[src/rtl/occ_pkg.sv]
// -----------------------------------------------------------------------------
// occ_pkg : shared types, defaults and helper functions for occupancy_zone_ctrl
// Rev 1.0
// -----------------------------------------------------------------------------
`default_nettype none

package occ_pkg;

    localparam int DEF_CNT_W    = 8;
    localparam int DEF_CAPACITY = 100;
    localparam int DEF_N_DOORS  = 2;
    localparam int DEF_N_BANKS  = 4;
    localparam int DEF_HYST     = 2;
    localparam int DEF_SP_BASE  = 28;
    localparam int DEF_SP_STEP  = 4;
    localparam int DEF_TICK_DIV = 16;
    localparam int DEF_ENERGY_W = 16;

    typedef enum logic [1:0] {
        STEP_HOLD = 2'd0,
        STEP_UP   = 2'd1,
        STEP_DOWN = 2'd2
    } step_e;

    function automatic int unsigned popcount(input logic [31:0] v);
        int unsigned n;
        n = 0;
        for (int i = 0; i < 32; i++) begin
            if (v[i]) n++;
        end
        return n;
    endfunction

    function automatic int th(input int k, input int cap, input int nb);
        return (k * cap) / nb;
    endfunction

    function automatic int level_to_sp(input int lvl, input int base, input int step);
        return (lvl > 1) ? base - step * (lvl - 1) : base;
    endfunction

endpackage

`default_nettype wire

[src/rtl/occ_level_fsm.sv]
// -----------------------------------------------------------------------------
// occ_level_fsm : lighting level state machine with downward hysteresis
// Rev 1.0
// -----------------------------------------------------------------------------
`default_nettype none

module occ_level_fsm
    import occ_pkg::*;
#(
    parameter int CNT_W    = DEF_CNT_W,
    parameter int N_BANKS  = DEF_N_BANKS,
    parameter int CAPACITY = DEF_CAPACITY,
    parameter int HYST     = DEF_HYST,
    parameter int LVL_W    = $clog2(DEF_N_BANKS + 1)
) (
    input  logic             clk,
    input  logic             reset,
    input  logic [CNT_W-1:0] count,
    output logic [LVL_W-1:0] level
);

    // The state encoding is the level itself: L0..L_N_BANKS map to 0..N_BANKS.
    logic [LVL_W-1:0] level_q;
    logic [LVL_W-1:0] level_d;
    step_e            step;

    always_comb begin
        step = STEP_HOLD;
        for (int k = 0; k <= N_BANKS; k++) begin
            if (int'(level_q) == k) begin
                if (k < N_BANKS && int'(count) > th(k, CAPACITY, N_BANKS))
                    step = STEP_UP;
                else if (k == 1 && count == '0)
                    step = STEP_DOWN;
                else if (k >= 2 && int'(count) + HYST <= th(k - 1, CAPACITY, N_BANKS))
                    step = STEP_DOWN;
            end
        end

        level_d = level_q;
        case (step)
            STEP_UP:   level_d = level_q + LVL_W'(1);
            STEP_DOWN: level_d = level_q - LVL_W'(1);
            default:   level_d = level_q;
        endcase
    end

    always_ff @(posedge clk) begin
        if (!reset) level_q <= '0;
        else        level_q <= level_d;
    end

    assign level = level_q;

endmodule

`default_nettype wire

[src/rtl/occupancy_zone_ctrl.sv]
// -----------------------------------------------------------------------------
// occupancy_zone_ctrl : multi-door occupancy counter, lighting level, HVAC
// setpoint and energy accumulator for one auditorium zone.  Rev 1.0
// -----------------------------------------------------------------------------
`default_nettype none

module occupancy_zone_ctrl
    import occ_pkg::*;
#(
    parameter int CNT_W    = DEF_CNT_W,
    parameter int CAPACITY = DEF_CAPACITY,
    parameter int N_DOORS  = DEF_N_DOORS,
    parameter int N_BANKS  = DEF_N_BANKS,
    parameter int HYST     = DEF_HYST,
    parameter int SP_BASE  = DEF_SP_BASE,
    parameter int SP_STEP  = DEF_SP_STEP,
    parameter int TICK_DIV = DEF_TICK_DIV,
    parameter int ENERGY_W = DEF_ENERGY_W
) (
    input  logic                           clk,
    input  logic                           reset,
    input  logic [N_DOORS-1:0]             entry,
    input  logic [N_DOORS-1:0]             leave,
    input  logic [CNT_W-1:0]               cap_limit,
    input  logic                           energy_clr,
    output logic [CNT_W-1:0]               count,
    output logic                           full,
    output logic                           empty,
    output logic                           denied,
    output logic [$clog2(N_BANKS+1)-1:0]   level,
    output logic [4:0]                     setpoint,
    output logic [ENERGY_W-1:0]            energy
);

    localparam int DW    = $clog2(N_DOORS + 1);
    localparam int AW    = CNT_W + DW;
    localparam int LVL_W = $clog2(N_BANKS + 1);
    localparam int PS_W  = (TICK_DIV > 1) ? $clog2(TICK_DIV) : 1;

    logic [CNT_W-1:0]    count_q, count_d;
    logic                denied_q, denied_d;
    logic [PS_W-1:0]     presc_q, presc_d;
    logic [ENERGY_W-1:0] energy_q, energy_d;

    logic [CNT_W-1:0]    lim;
    logic [AW-1:0]       n_in, n_out, after, room, accepted;
    logic                tick;
    logic [ENERGY_W:0]   esum;

    assign lim   = (cap_limit < CNT_W'(CAPACITY)) ? cap_limit : CNT_W'(CAPACITY);
    assign n_in  = AW'(popcount(32'(entry)));
    assign n_out = AW'(popcount(32'(leave)));

    // Leaves are applied before entries so a full zone can swap people in one cycle.
    assign after    = (AW'(count_q) > n_out) ? AW'(count_q) - n_out : '0;
    assign room     = (AW'(lim) > after) ? AW'(lim) - after : '0;
    assign accepted = (n_in < room) ? n_in : room;
    assign count_d  = CNT_W'(after + accepted);
    assign denied_d = (accepted < n_in);

    assign tick    = (presc_q == PS_W'(TICK_DIV - 1));
    assign presc_d = tick ? '0 : presc_q + PS_W'(1);
    assign esum    = {1'b0, energy_q} + (ENERGY_W + 1)'(level);

    always_comb begin
        energy_d = energy_q;
        if (energy_clr)
            energy_d = '0;
        else if (tick)
            energy_d = esum[ENERGY_W] ? '1 : esum[ENERGY_W-1:0];
    end

    always_ff @(posedge clk) begin
        if (!reset) begin
            count_q  <= '0;
            denied_q <= 1'b0;
            presc_q  <= '0;
            energy_q <= '0;
        end else begin
            count_q  <= count_d;
            denied_q <= denied_d;
            presc_q  <= presc_d;
            energy_q <= energy_d;
        end
    end

    occ_level_fsm #(
        .CNT_W    (CNT_W),
        .N_BANKS  (N_BANKS),
        .CAPACITY (CAPACITY),
        .HYST     (HYST),
        .LVL_W    (LVL_W)
    ) u_level_fsm (
        .clk   (clk),
        .reset (reset),
        .count (count_q),
        .level (level)
    );

    assign count    = count_q;
    assign full     = (count_q >= lim);
    assign empty    = (count_q == '0);
    assign denied   = denied_q;
    assign setpoint = 5'(level_to_sp(int'(level), SP_BASE, SP_STEP));
    assign energy   = energy_q;

endmodule

`default_nettype wire

[config.mk]
export PLATFORM = sky130hd
export DESIGN_NAME = occupancy_zone_ctrl
export DESIGN_NICKNAME = d
export VERILOG_FILES = /design/src/rtl/occ_pkg.sv /design/src/rtl/occ_level_fsm.sv /design/src/rtl/occupancy_zone_ctrl.sv
export SDC_FILE = /design/constraint.sdc
export NUM_CORES = 1
export LEC_CHECK = 0
export CORE_UTILIZATION = 55
export DETAILED_ROUTE_END_ITERATION = 8
export GPL_ROUTABILITY_DRIVEN = 0
export GPL_TIMING_DRIVEN = 0
export PLACE_DENSITY = 0.9
export SYNTH_ARGS = -nofsm -noshare
export SYNTH_HDL_FRONTEND = slang
export SYNTH_SLANG_ARGS = --single-unit
[constraint.sdc]
create_clock -name clk -period 9.35 [get_ports clk]
set_clock_uncertainty 0.15 [all_clocks]
set_input_delay 1.4025 -clock clk [delete_from_list [all_inputs] [get_ports clk]]
set_output_delay 1.4025 -clock clk [all_outputs]
set_load 0.005 [all_outputs]
==> impl_metrics.xml <==
<?xml version="1.0" encoding="UTF-8"?>
<metrics>
  <group name="logic_synthesis">
    <metric name="post_synth_num_cell_types" unit="">55</metric>
    <metric name="synth_largest_type_area_fraction" unit="%">19.94</metric>
    <metric name="synth_fa_ha_area_share" unit="%">19.24</metric>
    <metric name="synth-xor-area-share" unit="%">8.178</metric>
    <metric name="post_synth_inst_count" unit="">409</metric>
    <metric name="postSynth.topFlopCell" unit="">dfxtp_1</metric>
    <metric name="post_synth_instance_area" unit="µm²">3213</metric>
    <metric name="synth_simple_gate_area_share" unit="%">24.45</metric>
    <metric name="yosys-mux-area-fraction" unit="%">2.259</metric>
    <metric name="synthesis.area_per_instance" unit="µm²">7.856</metric>
    <metric name="dominant_combinational_cell_family_by_area_after_synthesis" unit="">simple AND/OR/NAND/NOR gates</metric>
    <metric name="synth.area.top_cells" unit="">dfxtp_1 (20%), ha_1 (17%), a21oi_1 (5.9%)</metric>
    <metric name="synth-async-reset-ratio" unit="%">0</metric>
    <metric name="ys_seq_area_share" unit="%">19.94</metric>
    <metric name="compound_cell_area_share_of_the_yosys_netlist" unit="%">19.74</metric>
    <metric name="ys_ff_latch" unit="">32</metric>
    <metric name="synth_edf_count" unit="">0</metric>
    <metric name="yosys_warnings" unit="">0</metric>
    <metric name="netlist.top_cell.by_area" unit="">dfxtp_1</metric>
  </group>
  <group name="setup_path">
    <metric name="critPathLaunchType" unit="">input port</metric>
    <metric name="cp_data_arrival_time" unit="ns">7.88</metric>
    <metric name="r2r_cells" unit="">24</metric>
    <metric name="crit_type" unit="">in2reg</metric>
    <metric name="timing.critical_path.to_type" unit="">register</metric>
    <metric name="critPathRequiredTime" unit="ns">9.38</metric>
    <metric name="critical_path.reg2reg.endpoint" unit="">count[7]</metric>
    <metric name="path_max_fanout" unit="">8</metric>
    <metric name="worst_reg_to_reg_setup_slack" unit="ns">2.73</metric>
    <metric name="worst_r2r_startpoint" unit="">count[1]</metric>
  </group>
  <group name="routing">
    <metric name="finalWirelength" unit="µm">7453</metric>
    <metric name="routed_via_density" unit="">5.674</metric>
    <metric name="routed_wire_length_per_instance" unit="µm">13.73</metric>
    <metric name="detail-route-antenna-nets" unit="">0</metric>
    <metric name="remaining_design_rule_violation_count" unit="">0</metric>
    <metric name="detailroute.via_count" unit="">3081</metric>
    <metric name="drtPass1Iterations" unit="">5</metric>
    <metric name="detail_route.iter0.violations" unit="">119</metric>
  </group>
  <group name="timing">
    <metric name="final.period_utilization" unit="%">84.02</metric>
    <metric name="timing_worst_slew_pin_value" unit="ns">0.5320</metric>
    <metric name="finalSetupViolCount" unit="">0</metric>
    <metric name="rsz0062_at_grt" unit="">false</metric>
    <metric name="clock.fmax" unit="MHz">127.3</metric>
    <metric name="report.final.hold_viol_count" unit="">0</metric>
    <metric name="timing.final.ws_setup" unit="ns">1.495</metric>
    <metric name="finalWorstPathRequiredPeriod" unit="ns">7.855</metric>
    <metric name="finalMaxSlewViolations" unit="">0</metric>
    <metric name="max-slew-margin-rel" unit="%">64.48</metric>
    <metric name="timing.hold.ws" unit="ns">0.3463</metric>
    <metric name="fin_tns_setup" unit="ns">0</metric>
  </group>
  <group name="job">
    <metric name="maxCapViolCount" unit="">0</metric>
  </group>
  <group name="grt">
    <metric name="largest_net_degree_at_the_start_of_global_routing" unit="">15</metric>
    <metric name="grtUsageTotal" unit="%">25.14</metric>
    <metric name="first_global_vias" unit="">2889</metric>
    <metric name="grt_overflow_total" unit="">0</metric>
    <metric name="antenna_violations_before_repair" unit="">0</metric>
    <metric name="grt_pass1_wl" unit="µm">12580</metric>
  </group>
  <group name="floorplanning">
    <metric name="die_width" unit="µm">78.43</metric>
    <metric name="die-area" unit="µm²">6151</metric>
    <metric name="starting_utilization_of_the_core_area" unit="%">57.64</metric>
    <metric name="fp_rows" unit="">27</metric>
    <metric name="top_level_ports" unit="">50</metric>
    <metric name="die_h" unit="µm">78.43</metric>
    <metric name="core_region_area" unit="µm²">5574</metric>
  </group>
  <group name="cells_and_area">
    <metric name="layout.cells.most_common" unit="">clkdlybuf4s50_1</metric>
    <metric name="multiInputGateArea" unit="µm²">2407</metric>
    <metric name="storage_element_area" unit="µm²">640.6</metric>
    <metric name="finish.net_count" unit="">532</metric>
    <metric name="most-common-layout-cells" unit="">clkdlybuf4s50_1 (47), ha_1 (43), a21oi_1 (38)</metric>
    <metric name="areaGrowthSynthToFinish" unit="%">21.07</metric>
    <metric name="proportion_of_layout_cells_with_a_drive_suffix_above_1" unit="%">5.096</metric>
    <metric name="fillCellCount" unit="">445</metric>
    <metric name="antenna_cells" unit="">0</metric>
  </group>
  <group name="cts">
    <metric name="clkSlewWorstSetupHoldPaths" unit="ns">0.06</metric>
    <metric name="postCtsSetupRepairBufs" unit="">0</metric>
    <metric name="clock-sinks" unit="">32</metric>
    <metric name="cts-resized-gates" unit="">0</metric>
    <metric name="cts.htree.levels" unit="">2</metric>
    <metric name="clk_root_buffer_cell" unit="">clkbuf_8</metric>
    <metric name="max-clock-path-buffers" unit="">2</metric>
    <metric name="hold_fix_buffers_at_cts" unit="">0</metric>
    <metric name="cts_buffers" unit="">5</metric>
    <metric name="clkLatencyLatePin" unit="ns">0.28</metric>
    <metric name="clock_tree_from_tritoncts" unit="">yes</metric>
  </group>
  <group name="place">
    <metric name="dp_hpwl" unit="µm">5928</metric>
    <metric name="count_of_buffers_from_port_buffering" unit="">47</metric>
    <metric name="pre_cts_slack" unit="ns">1.342</metric>
  </group>
  <group name="pwr">
    <metric name="worst_ir_drop_vdd" unit="µV">145.4</metric>
    <metric name="power.combinational.fraction" unit="%">73.2</metric>
    <metric name="p_int" unit="µW">609.8</metric>
    <metric name="sequential_share_of_power" unit="%">17.4</metric>
    <metric name="net_switching_power" unit="µW">545.5</metric>
    <metric name="power_frac_clock" unit="%">9.4</metric>
    <metric name="power_density" unit="nW/µm²">297.0</metric>
    <metric name="swShare" unit="%">47.22</metric>
    <metric name="power.static_leakage" unit="µW">0.001648</metric>
  </group>
  <group name="worst_hold_path">
    <metric name="worst_hold_path.endpoint" unit="">presc_q[0]</metric>
    <metric name="holdPathStages" unit="">1</metric>
    <metric name="worst_min_delay_path_startpoint" unit="">presc_q[0]</metric>
    <metric name="hold_path.class" unit="">reg2reg</metric>
  </group>
  <group name="run_status">
    <metric name="status" unit="">complete, no violations</metric>
  </group>
</metrics>
-- through the flow --
| stage | utilization [%] | area, µm² | power (µW) | std cells |
|---|---|---|---|---|
| after floorplan | - | 3239 | 817.2 | 416 |
| after global placement | 68.17 | 3800 | 992.0 | 535 |
| after detailed placement | 68.17 | 3800 | 1027 | 535 |
| after CTS | 69.79 | 3890 | 1142 | 543 |
| after global routing | 69.79 | 3890 | 1251 | 543 |
| final | 69.79 | 3890 | 1155 | 543 |
-- worst max-delay path, stage by stage --
cell             delay, ns
clkdlybuf4s50_1       0.41
ha_1                  0.27
ha_1                  0.17
inv_1                 0.06
fa_1                  0.46
nor2_1                0.22
xnor2_1               0.09
or2_2                 0.32
ha_1                  0.42
nand4_1               0.15
a21o_1                0.19
a211oi_1              0.31
nand2_1               0.12
ha_1                  0.29
nor2_1                0.06
a2111oi_0             0.37
o21ai_0               0.19
nor4_2                0.44
o311ai_1              0.19
mux2i_1               0.37
ha_1                  0.31
a21o_1                0.18
a21oi_1               0.26
o21a_1                0.23
o41ai_1               0.09
xnor2_1               0.12
and2_1                0.16
-- cell families after synthesis --
| kind of cell | count (synthesis) |
|---|---|
| adders and majority gates | 47 |
| DFF | 32 |
| buffers and inverters | 49 |
| AOI/OAI and AO/OA | 97 |
| other | 2 |
| and+or+nand+nor | 145 |
| muxes | 7 |
| xor gates and xnor gates | 30 |
-- how the worst max path moves through the flow --
stage | from | end | slack (ns) | cells past startpoint
finish | leave[1] | count[7] | 1.49 | 27
global route | leave[0] | count[7] | 1.04 | 27
CTS | leave[1] | count[7] | 1.60 | 27
detailed placement | leave[1] | count[7] | 1.34 | 27
global placement | leave[0] | count[7] | 1.41 | 27
floorplan | leave[0] | count[6] | 2.40 | 27
-- layout make-up --
class / instances / area share [%]
inverters: 35 / 3.377
multi-input cells: 335 / 61.88
well taps: 72 / 2.316
clock buffers: 8 / 2.316
plain buffers: 14 / 1.544
repair buffers: 47 / 12.09
flip-flops and latches: 32 / 16.47
-- routing by layer --
metal | wire (µm) | share of wire, % | up-vias | global-route usage, %
met2 | 3661 | 49 | 92 | 44.74
li1 | - | - | 1552 | -
met5 | 0 | 0 | - | 0
met3 | 338 | 4.5 | 16 | 3.953
met1 | 3345 | 45 | 1421 | 31.20
met4 | 107 | 1.4 | 0 | 6.852
-- flip-flops by register name, summed over array words and instances (netlist names) --
signal             flops
energy                16
count                  8
presc_q                4
u_level_fsm.level      3
denied                 1
-- power groups by stage --
stage | Sequential, µW | Combinational [µW] | Clock (µW)
after floorplan | 193 | 625 | 0
after global placement | 203 | 789 | 0
after detailed placement | 204 | 823 | 0
after CTS | 201 | 832 | 109
after global routing | 205 | 933 | 113
final | 201 | 846 | 108
-- cells in the mapped netlist (3+ instances only) --
cell,number
o21a_1,4
ha_1,43
nor2b_1,7
nand3_1,13
a21o_1,6
nor3_1,11
xor2_1,12
xnor2_1,18
clkbuf_1,11
a21oi_1,38
and2_1,15
o21ai_0,15
fa_1,4
dfxtp_1,32
inv_1,34
o22ai_1,3
mux2i_1,5
nor2_1,32
nand2b_1,10
a211o_1,5
or2_2,6
and4b_1,3
a31oi_1,6
nand4_1,4
nand2_1,25
and3_1,7
(Power assumes the default switching activity.)
==> edit 1, RTL diff (same flow settings) <==
Put a register stage on the output `level`. The value now appears one clock later. The other outputs are not delayed to match.
--- a/src/rtl/occupancy_zone_ctrl.sv
+++ b/src/rtl/occupancy_zone_ctrl.sv
@@ -37,6 +37,8 @@
     localparam int LVL_W = $clog2(N_BANKS + 1);
     localparam int PS_W  = (TICK_DIV > 1) ? $clog2(TICK_DIV) : 1;
 
+    logic [$clog2(N_BANKS+1)-1:0] level_c;
+
     logic [CNT_W-1:0]    count_q, count_d;
     logic                denied_q, denied_d;
     logic [PS_W-1:0]     presc_q, presc_d;
@@ -60,7 +62,7 @@
 
     assign tick    = (presc_q == PS_W'(TICK_DIV - 1));
     assign presc_d = tick ? '0 : presc_q + PS_W'(1);
-    assign esum    = {1'b0, energy_q} + (ENERGY_W + 1)'(level);
+    assign esum    = {1'b0, energy_q} + (ENERGY_W + 1)'(level_c);
 
     always_comb begin
         energy_d = energy_q;
@@ -94,15 +96,19 @@
         .clk   (clk),
         .reset (reset),
         .count (count_q),
-        .level (level)
+        .level (level_c)
     );
 
     assign count    = count_q;
     assign full     = (count_q >= lim);
     assign empty    = (count_q == '0);
     assign denied   = denied_q;
-    assign setpoint = 5'(level_to_sp(int'(level), SP_BASE, SP_STEP));
+    assign setpoint = 5'(level_to_sp(int'(level_c), SP_BASE, SP_STEP));
     assign energy   = energy_q;
+
+    always_ff @(posedge clk) begin
+        level <= level_c;
+    end
 
 endmodule
 
Function: changed (a bounded check fails within 4 cycles, from zero or initial values and one cycle with reset low).
==> edit 1 against the unedited design <==
- total power is 0.92% lower
- utilization up 0.31 points
- sequential power up 9%
- wire length rose by 0.38%
- setup slack better by 0.40 ns
- via count up 0.55%
- synthesized area grew 0.58%
- sequential share of layout area increased by 1.5 points
- sequential cell count rose by 3
- final area is 0.45% higher
- combinational power is 3.1% lower
==> edit 1: results (changes against the unedited design) <==
Result of the run: complete, no violations (unchanged). The worst hold path cell count came out at 0 (was 1). The largest incremental delay on the critical path came out at 0.44 ns (was 0.46 ns). The post-route fraction of the period consumed by the critical path came out at 79.8% (was 84.0%). The leading register cell type out of synthesis was sky130_fd_sc_hd__dfxtp_1 (unchanged). The arrival time at the worst endpoint came out at 7.49 ns (was 7.88 ns). The number of buffers created by CTS is 5 (unchanged). The antenna cell count came out at 0 (unchanged). Leading post-synthesis cells by cell area: sky130_fd_sc_hd__dfxtp_1 22%, sky130_fd_sc_hd__ha_1 17%, sky130_fd_sc_hd__a21oi_1 5.3% (was sky130_fd_sc_hd__dfxtp_1 20%, sky130_fd_sc_hd__ha_1 17%, sky130_fd_sc_hd__a21oi_1 5.9%). The number of filler cells placed in the layout is 422 (was 445). The biggest fanout along the worst timing path is 7 (was 8). The combined global-route utilization of all metal layers came to 25.8% (was 25.1%). The unique cell type count in the Yosys netlist came to 59 (was 55). The post-detailed-routing wire length is 7480 µm (was 7450 µm). The starting DRC count in detailed routing is 111 (was 119). The launch point of the worst hold path is u_level_fsm.level[0] (was presc_q[0]). The global-route wire length before repair came to 13000 µm (was 12600 µm). The pin count of the biggest net entering global routing came out at 14 (was 15). The detailed-router iteration count before antenna repair came out at 4 (was 5). The number of buffers inserted to repair setup after CTS is 0 (unchanged). The static leakage is 1.71 nW (was 1.65 nW). The total vias in the final route is 3098 (was 3081).

The worst reg-to-reg setup slack is 3.20 ns (was 2.73 ns). The via count of the first global-routing pass is 2985 (was 2889). The transition time at the pin with the least slew margin came out at 0.651 ns (was 0.532 ns). The category of cells accounting for the largest share of critical-path delay is adder cells (was compound AO/OA/AOI/OAI gates).

The maximum vdd drop is 142 µV (was 145 µV). The fraction of final layout cells with drive strength greater than 1 came out at 5.93% (was 5.10%). The sum of net half-perimeters after detailed placement is 5930 µm (about the same). The share of synthesized registers carrying an async set or reset came out at 0% (unchanged). The reg-to-reg critical path endpoint was count[7] (unchanged). For the worst-skew pair, the clock arrives at the later sink with an insertion delay of just under 0.3 ns. The count of cells along the worst register-to-register path is 25 (was 24). The H-tree depth reported by CTS is 2 (unchanged). The endpoint with the worst hold slack was level[0] (was presc_q[0]).

The cell at the root of the clock tree is sky130_fd_sc_hd__clkbuf_8 (unchanged). List of most frequent post-synthesis cells: 43 x sky130_fd_sc_hd__ha_1, 39 x sky130_fd_sc_hd__inv_1, 35 x sky130_fd_sc_hd__dfxtp_1 (was 43 x sky130_fd_sc_hd__ha_1, 38 x sky130_fd_sc_hd__a21oi_1, 34 x sky130_fd_sc_hd__inv_1). The launching point of the worst reg2reg path was count[1] (unchanged). The number of input and output port buffers inserted came out at 47 (unchanged).

The share of the yosys chip area belonging to registers is 21.7% (was 19.9%). The final net count is 533 (was 532). The class of the worst hold path is flop to flop (unchanged).
-- edit 1: cell types whose count changed in the layout (fill, tap and decap cells not counted), sizes merged, moves of 3 or more --
cell / delta
dfxtp: +3
o211ai: +4
nor2b: +3
a21oi: -4
xnor2: -4
nor2: -9
nand2: +4
and4b: -3
clkbuf: -8
a31oi: -3
nand4: +3
inv: +5
buf: +3
a211o: -4
-- edit 1: cell families after synthesis --
family / synth area share (%)
muxes: 1.86
xor gates and xnor gates: 6.50
other: 0.232
AOI/OAI and AO/OA: 20.4
and+or+nand+nor: 23.8
buffers and inverters: 6.39
adders and majority gates: 19.1
DFF: 21.7
-- edit 1: per-stage QoR --
stage	power [W]	hold slack (ns)	setup WS (ns)	area (µm²)	cells
4_1_cts	0.00114	0.325	1.95	3910	544
5_1_grt	0.00126	0.344	1.41	3910	544
2_1_floorplan	0.000819	0.259	2.76	3260	417
6_report	0.00114	0.326	1.89	3910	544
3_5_place_dp	0.00102	0.315	1.68	3820	536
3_3_place_gp	0.000995	0.293	1.83	3820	536
-- edit 1: how the worst max path moves through the flow --
stage | depth (start not counted) | end | slack, ns
finish | 27 | count[7] | 1.89
global route | 27 | count[7] | 1.41
CTS | 27 | count[7] | 1.95
detailed placement | 27 | count[7] | 1.68
global placement | 27 | count[7] | 1.83
floorplan | 26 | count[7] | 2.76
-- edit 1: area by class of cell --
cell class | count | area [µm²] | share of cell area [%]
Buffer | 12 | 56.3 | 1.44
Clock buffer | 5 | 68.8 | 1.76
Clock inverter | 3 | 20.0 | 0.512
Inverter | 40 | 150 | 3.84
Multi-Input combinational cell | 330 | 2350 | 60.2
Sequential cell | 35 | 701 | 17.9
Tap cell | 72 | 90.1 | 2.31
Timing Repair Buffer | 47 | 470 | 12.0
-- edit 1: power breakdown --
group | switching, W | internal, W
logic | 0.000439 | 0.000380
registers | 0.0000423 | 0.000177
clock network | 0.0000541 | 0.0000517
-- edit 1: metal layers --
metal	wire length, µm	global-route usage, %
met5	0	0
met4	141	7.78
met3	460	4.30
met2	3590	45.9
met1	3300	31.5
==> edit 2, RTL diff (same flow settings) <==
Made on the original files. The package constant `DEF_TICK_DIV` goes from 16 to 32.
--- a/src/rtl/occ_pkg.sv
+++ b/src/rtl/occ_pkg.sv
@@ -13,7 +13,7 @@
     localparam int DEF_HYST     = 2;
     localparam int DEF_SP_BASE  = 28;
     localparam int DEF_SP_STEP  = 4;
-    localparam int DEF_TICK_DIV = 16;
+    localparam int DEF_TICK_DIV = 32;
     localparam int DEF_ENERGY_W = 16;
 
     typedef enum logic [1:0] {
Formal check against the unedited RTL: no difference found for any inputs over 10 cycles, from zero or initial values and one cycle with reset low; that may be too few to reach the edited logic, so the function may still have changed.
==> edit 2 against the unedited design <==
- register-to-register slack better by 0.49 ns
- final area fell by 0.74%
- setup slack better by 0.45 ns
- wire length decreased by 0.23%
- sequential cell count is 1 higher
- via count increased by 1.5%
- highest routed layer unchanged
- total power rose by 6.4%
- synthesized area decreased by 1.7%
==> edit 2: results (changes against the unedited design) <==
Result of the run: complete, no violations (unchanged). The via count of the first global-routing pass came out at 3012 (was 2889). The cell with the largest stage delay on the worst path is sky130_fd_sc_hd__or4_1 (was sky130_fd_sc_hd__fa_1).

The fraction of final layout cells with drive strength greater than 1 was 4.66% (was 5.10%). The combined global-route utilization of all metal layers was 26.2% (was 25.1%). The category of cells accounting for the largest share of critical-path delay is simple AND/OR/NAND/NOR gates (was compound AO/OA/AOI/OAI gates).

The unique cell type count in the Yosys netlist is 59 (was 55). The static leakage is 1.72 nW (was 1.65 nW). List of most frequent post-synthesis cells: 44 x sky130_fd_sc_hd__ha_1, 40 x sky130_fd_sc_hd__nor2_1, 34 x sky130_fd_sc_hd__inv_1 (was 43 x sky130_fd_sc_hd__ha_1, 38 x sky130_fd_sc_hd__a21oi_1, 34 x sky130_fd_sc_hd__inv_1). The post-synthesis share of cell area spent on full adders, half adders and majority gates came to 20.0% (was 19.2%). The compound-gate portion of the synthesized area came to 20.3% (was 19.7%).

The maximum vdd drop came out at 214 µV (was 145 µV). The share of the yosys chip area belonging to registers is 20.9% (was 19.9%). The arrival time at the worst endpoint came out at 7.41 ns (was 7.88 ns). The relative slew slack was 67.0% (was 64.5%). The pin count of the biggest net entering global routing is 13 (was 15). The maximum root-to-sink buffer count came out at 2 (unchanged).

The largest incremental delay on the critical path is 0.52 ns (was 0.46 ns). The biggest fanout along the worst timing path is 5 (was 8). The sum of net half-perimeters after detailed placement came out at 5830 µm (was 5930 µm).

The fraction of synthesized cell area in xor and xnor cells was 6.93% (was 8.18%). The total placed instance area is 3740 µm² (was 3800 µm²). The detailed-router iteration count before antenna repair is 4 (was 5).

The average wire length per cell after detail routing is 13.7 µm (about the same). The total vias in the final route came out at 3127 (was 3081). The global-route wire length before repair came out at 12900 µm (was 12600 µm). The final net count is 534 (was 532).

The multiplexer area fraction after synthesis is 0.951% (was 2.26%). The starting DRC count in detailed routing came to 246 (was 119). Leading post-synthesis cells by cell area: sky130_fd_sc_hd__dfxtp_1 21%, sky130_fd_sc_hd__ha_1 17%, sky130_fd_sc_hd__nor2_1 4.8% (was sky130_fd_sc_hd__dfxtp_1 20%, sky130_fd_sc_hd__ha_1 17%, sky130_fd_sc_hd__a21oi_1 5.9%). The H-tree depth reported by CTS is 2 (unchanged). The cell at the root of the clock tree is sky130_fd_sc_hd__clkbuf_8 (unchanged).
edit 2: final timing paths:
check	from	endpoint	slack, ns	cells past startpoint
max	leave[0]	count[6]	1.95	28
min reg2reg	presc_q[0]	presc_q[0]	0.31	1
max reg2reg	count[0]	count[6]	3.22	27
min	presc_q[0]	presc_q[0]	0.31	1
edit 2: power breakdown:
group	internal (W)	total, W	switching [W]
clock	0.0000868	0.000136	0.0000488
sequential	0.000165	0.000208	0.0000435
combinational	0.000408	0.000885	0.000477
edit 2: kinds of logic (layout without fill, tap and decap cells):
| kind of cell | count (synthesis) | in the layout |
|---|---|---|
| and+or+nand+nor | 152 | 152 |
| xor gates and xnor gates | 25 | 25 |
| buffers and inverters | 47 | 102 |
| other | 2 | 9 |
| muxes | 3 | 3 |
| adders and majority gates | 48 | 48 |
| AOI/OAI and AO/OA | 100 | 100 |
| DFF | 33 | 33 |
edit 2: area by class of cell:
type                       count  area [µm²]
multi-input combinational    337        2340
tap                           72        90.1
fill                         437        1650
clock inverter                 1        30.0
buffer                        12        53.8
sequential                    33         661
clock buffer                   7        86.3
inverter                      35         131
timing repair buffer          47         470
edit 2: metal layers:
layer  GRT usage (%)  vias to the layer above  share of wire (%)
li1                -                     1550                  -
met1            30.6                     1466                 43
met2            49.2                      104                 50
met3            3.65                        7                6.1
met4            7.17                        0               0.62
met5               0                        -                  0
edit 2: per-stage QoR:
step	power, W	instances	setup WS (ns)
detailed placement	0.00107	536	1.76
global placement	0.00102	536	1.90
finish	0.00123	544	1.95
CTS	0.00122	544	1.97
floorplan	0.000840	417	2.64
global route	0.00136	544	1.55
